## config.mk

```make
export PLATFORM = sky130hd
export DESIGN_NAME = pc_sequenciador
export DESIGN_NICKNAME = d
export VERILOG_FILES = /design/src/rtl/pc_sequenciador.sv
export SDC_FILE = /design/constraint.sdc
export NUM_CORES = 1
export LEC_CHECK = 0
export ABC_AREA = 0
export CORE_MARGIN = 4
export CORE_UTILIZATION = 38
export CTS_CLUSTER_DIAMETER = 40
export DETAILED_ROUTE_END_ITERATION = 6
export GPL_TIMING_DRIVEN = 0
export PLACE_DENSITY_LB_ADDON = 0.08
export SYNTH_ARGS = -nofsm -noshare
export SYNTH_HDL_FRONTEND = slang
export SYNTH_SLANG_ARGS = --single-unit
export TNS_END_PERCENT = 10
```

## constraint.sdc

```tcl
create_clock -name clock -period 3.3 [get_ports clock]
set_input_delay 0.66 -clock clock [delete_from_list [all_inputs] [get_ports clock]]
set_output_delay 0.66 -clock clock [all_outputs]
set_load 0.05 [all_outputs]
```

## src/rtl/pc_sequenciador.sv

```systemverilog
// pc_sequenciador: registered program-counter sequencer for the CatCORE fetch
// stage. Selects the next PC from sequential, conditional branch, absolute,
// register-indirect, call and return modes. Owns a LIFO return-address stack
// with occupancy count and sticky overflow/underflow flags. All outputs come
// straight from registers.
module pc_sequenciador #(
  parameter int unsigned              WIDTH        = 32,
  parameter int unsigned              INCREMENTO   = 1,
  parameter logic [WIDTH-1:0]         RESET_VECTOR = '0,
  parameter int unsigned              PROFUNDIDADE = 4
) (
  input  logic                                  clock,
  input  logic                                  reset,
  input  logic                                  habilita,
  input  logic [2:0]                            controle,
  input  logic                                  sinal_ZERO,
  input  logic [WIDTH-1:0]                      imediato_extendido,
  input  logic [WIDTH-1:0]                      absoluto_jump,
  input  logic [WIDTH-1:0]                      register_jump,
  output logic [WIDTH-1:0]                      PC,
  output logic [$clog2(PROFUNDIDADE+1)-1:0]     nivel_pilha,
  output logic                                  erro_overflow,
  output logic                                  erro_underflow
);

  // Occupancy counter width (0..PROFUNDIDADE) and stack index width.
  localparam int unsigned NW = $clog2(PROFUNDIDADE + 1);
  localparam int unsigned IW = (PROFUNDIDADE > 1) ? $clog2(PROFUNDIDADE) : 1;

  // Next-PC mode encoding.
  typedef enum logic [2:0] {
    MODO_SEQ     = 3'b000,
    MODO_BEQ     = 3'b001,
    MODO_BNE     = 3'b010,
    MODO_JUMP    = 3'b011,
    MODO_JREG    = 3'b100,
    MODO_CALL    = 3'b101,
    MODO_RET     = 3'b110,
    MODO_HOLD    = 3'b111
  } modo_e;

  // Architectural state.
  logic [WIDTH-1:0] pc_q,       pc_d;
  logic [NW-1:0]    nivel_q,    nivel_d;
  logic             overflow_q, overflow_d;
  logic             underflow_q, underflow_d;

  // Return-address storage; entries at or above nivel_q are don't-care.
  logic [WIDTH-1:0] pilha_q [0:PROFUNDIDADE-1];

  // Combinational helpers.
  logic [WIDTH-1:0] seq_s;
  logic             pilha_cheia_s;
  logic             pilha_vazia_s;
  logic [IW-1:0]    idx_push_s;
  logic [IW-1:0]    idx_topo_s;
  logic             push_s;
  modo_e            modo_s;

  assign modo_s        = modo_e'(controle);
  assign seq_s         = pc_q + WIDTH'(INCREMENTO);
  assign pilha_cheia_s = (nivel_q == NW'(PROFUNDIDADE));
  assign pilha_vazia_s = (nivel_q == NW'(0));
  // Push slot is the first free entry; top is the last valid one. Both are
  // only used when the corresponding full/empty guard allows it.
  assign idx_push_s    = IW'(nivel_q);
  assign idx_topo_s    = IW'(nivel_q - NW'(1));

  // Next-state selection for PC, stack level and error flags.
  always_comb begin
    pc_d        = pc_q;
    nivel_d     = nivel_q;
    overflow_d  = overflow_q;
    underflow_d = underflow_q;
    push_s      = 1'b0;
    if (habilita == 1'b1) begin
      case (modo_s)
        MODO_SEQ: begin
          pc_d = seq_s;
        end
        MODO_BEQ: begin
          if (sinal_ZERO == 1'b1) begin
            pc_d = imediato_extendido;
          end else begin
            pc_d = seq_s;
          end
        end
        MODO_BNE: begin
          if (sinal_ZERO == 1'b0) begin
            pc_d = imediato_extendido;
          end else begin
            pc_d = seq_s;
          end
        end
        MODO_JUMP: begin
          pc_d = absoluto_jump;
        end
        MODO_JREG: begin
          pc_d = register_jump;
        end
        MODO_CALL: begin
          // The jump is always taken; only the push depends on free space.
          pc_d = absoluto_jump;
          if (pilha_cheia_s) begin
            overflow_d = 1'b1;
          end else begin
            push_s  = reset;
            nivel_d = nivel_q + NW'(1);
          end
        end
        MODO_RET: begin
          // An empty stack falls through to the sequential address.
          if (pilha_vazia_s) begin
            pc_d        = seq_s;
            underflow_d = 1'b1;
          end else begin
            pc_d    = pilha_q[idx_topo_s];
            nivel_d = nivel_q - NW'(1);
          end
        end
        MODO_HOLD: begin
          pc_d = pc_q;
        end
        default: begin
          pc_d = pc_q;
        end
      endcase
    end else begin
      pc_d = pc_q;
    end
  end

  // Architectural registers with synchronous active-low reset.
  always_ff @(posedge clock) begin
    if (reset == 1'b0) begin
      pc_q        <= RESET_VECTOR;
      nivel_q     <= NW'(0);
      overflow_q  <= 1'b0;
      underflow_q <= 1'b0;
    end else begin
      pc_q        <= pc_d;
      nivel_q     <= nivel_d;
      overflow_q  <= overflow_d;
      underflow_q <= underflow_d;
    end
  end

  // Return-address write; push_s is already suppressed during reset.
  always_ff @(posedge clock) begin
    if (push_s) begin
      pilha_q[idx_push_s] <= seq_s;
    end
  end

  assign PC             = pc_q;
  assign nivel_pilha    = nivel_q;
  assign erro_overflow  = overflow_q;
  assign erro_underflow = underflow_q;

endmodule

```

==> impl_metrics.json <==
{
  "period_minus_slack_ns": 3.09,
  "initial_antenna_violation_count": 0,
  "flip_flop_and_latch_count_after_synthesis": 165,
  "cp-end-kind": "flop",
  "num_vias": 6700,
  "synth_top_cells_by_area": "edfxtp_1 (47%), dfxtp_1 (9.0%), mux4_2 (8.7%)",
  "drive_gt1_share_pct": 13.5,
  "timing.critical_path.arrival_ns": 3.45,
  "vdd.ir_drop.worst_mv": 0.356,
  "max_cap_violations": 0,
  "min_path_cells": 2,
  "fin_area_um2": 10700,
  "syn_nets": 768,
  "yosysWarnings": 0,
  "worstSetupStartpointType": "input port",
  "criticalPathCategory": "input port to flop",
  "worst_r2r_path_depth": 13,
  "maxSlewHeadroom_pct": 38.7,
  "area_growth_pct": 29.7,
  "clkLatencyLatePin_ns": 0.43,
  "avgRoutedWirePerCell_um": 26.4,
  "drt-vias-per-instance": 6.04,
  "hold_class": "flop to flop",
  "die_area_um2": 24200,
  "regToRegStartpoint": "nivel_pilha[0]",
  "outcome": "finished clean",
  "yosysSeqAreaShare_pct": 55.5,
  "drtPass1Iterations": 6,
  "max_freq_ghz": 0.323,
  "timing_hold_violations_final": 0,
  "initial_core_util_pct": 38.9,
  "count_of_cell_types_in_the_netlist": 60,
  "worst_clock_skew_ns": 0.00888,
  "tritoncts_num_sinks": 165,
  "placementRows": 53,
  "synth_largest_area_cell": "edfxtp_1",
  "power.density_nw_per_um2": 485,
  "count_of_buffers_inserted_at_the_top_level_ports": 138,
  "yosysMostFrequentCell": "edfxtp_1",
  "placed_area_um2": 10000,
  "num_io_pins": 140,
  "grt_overflow_total": 0,
  "drt-initial-drc-count": 757,
  "worst_ep_required_time_ns": 3.66,
  "drcViolationCount": 0,
  "finalWirelength_um": 29200,
  "cts-buffers-inserted": 17,
  "most_frequent_cells_after_synthesis": "edfxtp_1 (128), o21ai_0 (59), nand2_1 (54)",
  "floorplan.core_area_um2": 21200,
  "fraction_of_registers_with_async_set_reset_pct": 0,
  "grt_first_pass_wirelength_um": 42900,
  "cts-root-to-sink-buffers": 2,
  "post-route-util_pct": 50.5,
  "startpoint": "controle[2]",
  "synth_edf_count": 128,
  "max_slew.worst_pin.slew_ns": 0.918,
  "postRouteAntennaNets": 0,
  "p_leak_nw": 3.61,
  "number_of_endpoints_failing_setup_at_the_final_stage": 0,
  "syn_area_per_cell_um2": 12.5,
  "post_cts_hold_buffer_count": 0,
  "finalCritPeriodShare_pct": 93.7,
  "nets": 930,
  "clkSlewWorstSetupHoldPaths_ns": 0.07,
  "syn_area_um2": 8260,
  "grt_start_max_net_pins": 33,
  "post_synth_inst_count": 659,
  "num_antenna_cells": 0,
  "hold_start": "erro_underflow",
  "all_layer_gr_usage_pct": 24.0,
  "die_width_um": 155,
  "cp_max_fo": 10,
  "place.detailed.hpwl_um": 20500,
  "root_buffer": "clkbuf_16",
  "timing_max_transition_violations_final": 0,
  "post-synth-top-area-fraction_pct": 46.6,
  "first_global_vias": 6765,
  "rsz0062_at_grt": "false",
  "cts_max_level": 4,
  "cts_tree": "done",
  "floorplan.die.height_um": 155,
  "gp_congestion": 0.891,
  "dominantRegCellSynth": "edfxtp_1"
}
-- power breakdown --
group          switching, mW  internal (mW)  total, mW  leakage [nW]
Combinational          0.460          0.318      0.779          1.85
Clock                  0.848           1.20       2.05         0.288
Sequential            0.0649           2.29       2.36          1.47
-- critical path: stages --
cell and delay, ns:
clkdlybuf4s50_1 0.54, buf_2 0.28, buf_2 0.23, a21oi_2 0.49, clkbuf_1 0.66, o21ai_0 0.21, nand2_1 0.11, o21ai_0 0.08
a21oi_1 0.17
-- per-stage QoR --
stage,hold slack (ns),setup WS (ns),power (mW),TNS (ns),cells
floorplan,0.682,-0.0119,2.79,-1.14,659
CTS,0.486,0.00667,5.22,0,1109
global placement,0.452,-1.13,3.15,-146.64,1072
global route,0.529,0.0139,5.36,0,1109
finish,0.478,0.208,5.19,0,1109
detailed placement,0.472,-0.998,3.16,-47.11,1075
-- routing by layer --
layer	wire, µm	GRT usage [%]	vias up
li1	-	-	2934
met1	12000	32.9	3383
met2	14100	39.4	341
met3	2680	4.76	42
met4	504	5.88	0
met5	0	0	-
-- sequential cells by signal (all words and copies together), names as in the netlist --
| name | flops |
|---|---|
| nivel_pilha | 3 |
| PC | 32 |
| erro_underflow | 1 |
| erro_overflow | 1 |
| pilha_q | 128 |
-- final cells by class --
class / count / area (µm²)
Buffer: 43 / 226
Clock buffer: 19 / 433
Clock inverter: 13 / 173
Fill cell: 1896 / 10500
Inverter: 19 / 71.3
Multi-Input combinational cell: 431 / 3410
Sequential cell: 165 / 4590
Tap cell: 275 / 344
Timing Repair Buffer: 144 / 1460
-- kinds of logic (layout without fill, tap and decap cells) --
logic type	Yosys count	in the layout	synth area share, %
compound gates	194	194	16.1
xor+xnor	35	35	3.80
fa+ha+maj	16	16	2.12
buf+inv	63	238	3.30
flops	165	165	55.5
mux	36	36	9.24
simple gates	150	150	9.93
-- path summary, 6_finish.rpt --
kind	to	slack, ns
max reg2reg	PC[28]	0.23
max	PC[24]	0.21
min reg2reg	erro_underflow	0.48
min	erro_underflow	0.48
-- cell usage in the layout, fill, tap and decap left out, types with 3 or more instances in the layout --
master           Yosys  routed
clkdlybuf4s50_1      0     138
edfxtp_1           128     128
o21ai_0             59      59
nand2_1             54      54
a21oi_1             41      40
a221o_1             37      37
dfxtp_1             37      36
mux4_2              32      32
nor2_1              22      22
xnor2_1             22      22
inv_1               19      19
a221oi_1            18      18
clkbuf_16            0      17
clkbuf_1            20      16
buf_2               20      16
nand3_1             12      12
xor2_1              12      12
nor3_1              11      11
a22oi_1             10      10
maj3_1              10      10
and3_1               7       7
buf_4                1       6
a31oi_1              6       6
nand4_1              5       5
and4_1               5       5
nor2b_1              6       5
ha_1                 6       5
nand2b_1             4       4
o21a_1               4       4
buf_6                1       3
and2_2               0       3
clkbuf_2             0       3
o221ai_1             3       3
clkinv_4             0       3
bufinv_16            0       3
inv_6                0       3
buf_12               0       3
-- timing repair --
action                                 CTS  global route
buffers inserted                         3             0
endpoints found under the hold margin    0             0
setup endpoints to repair              152            51
gates resized for setup                 12             5
No activity file was read; power rests on OpenSTA's default activity.
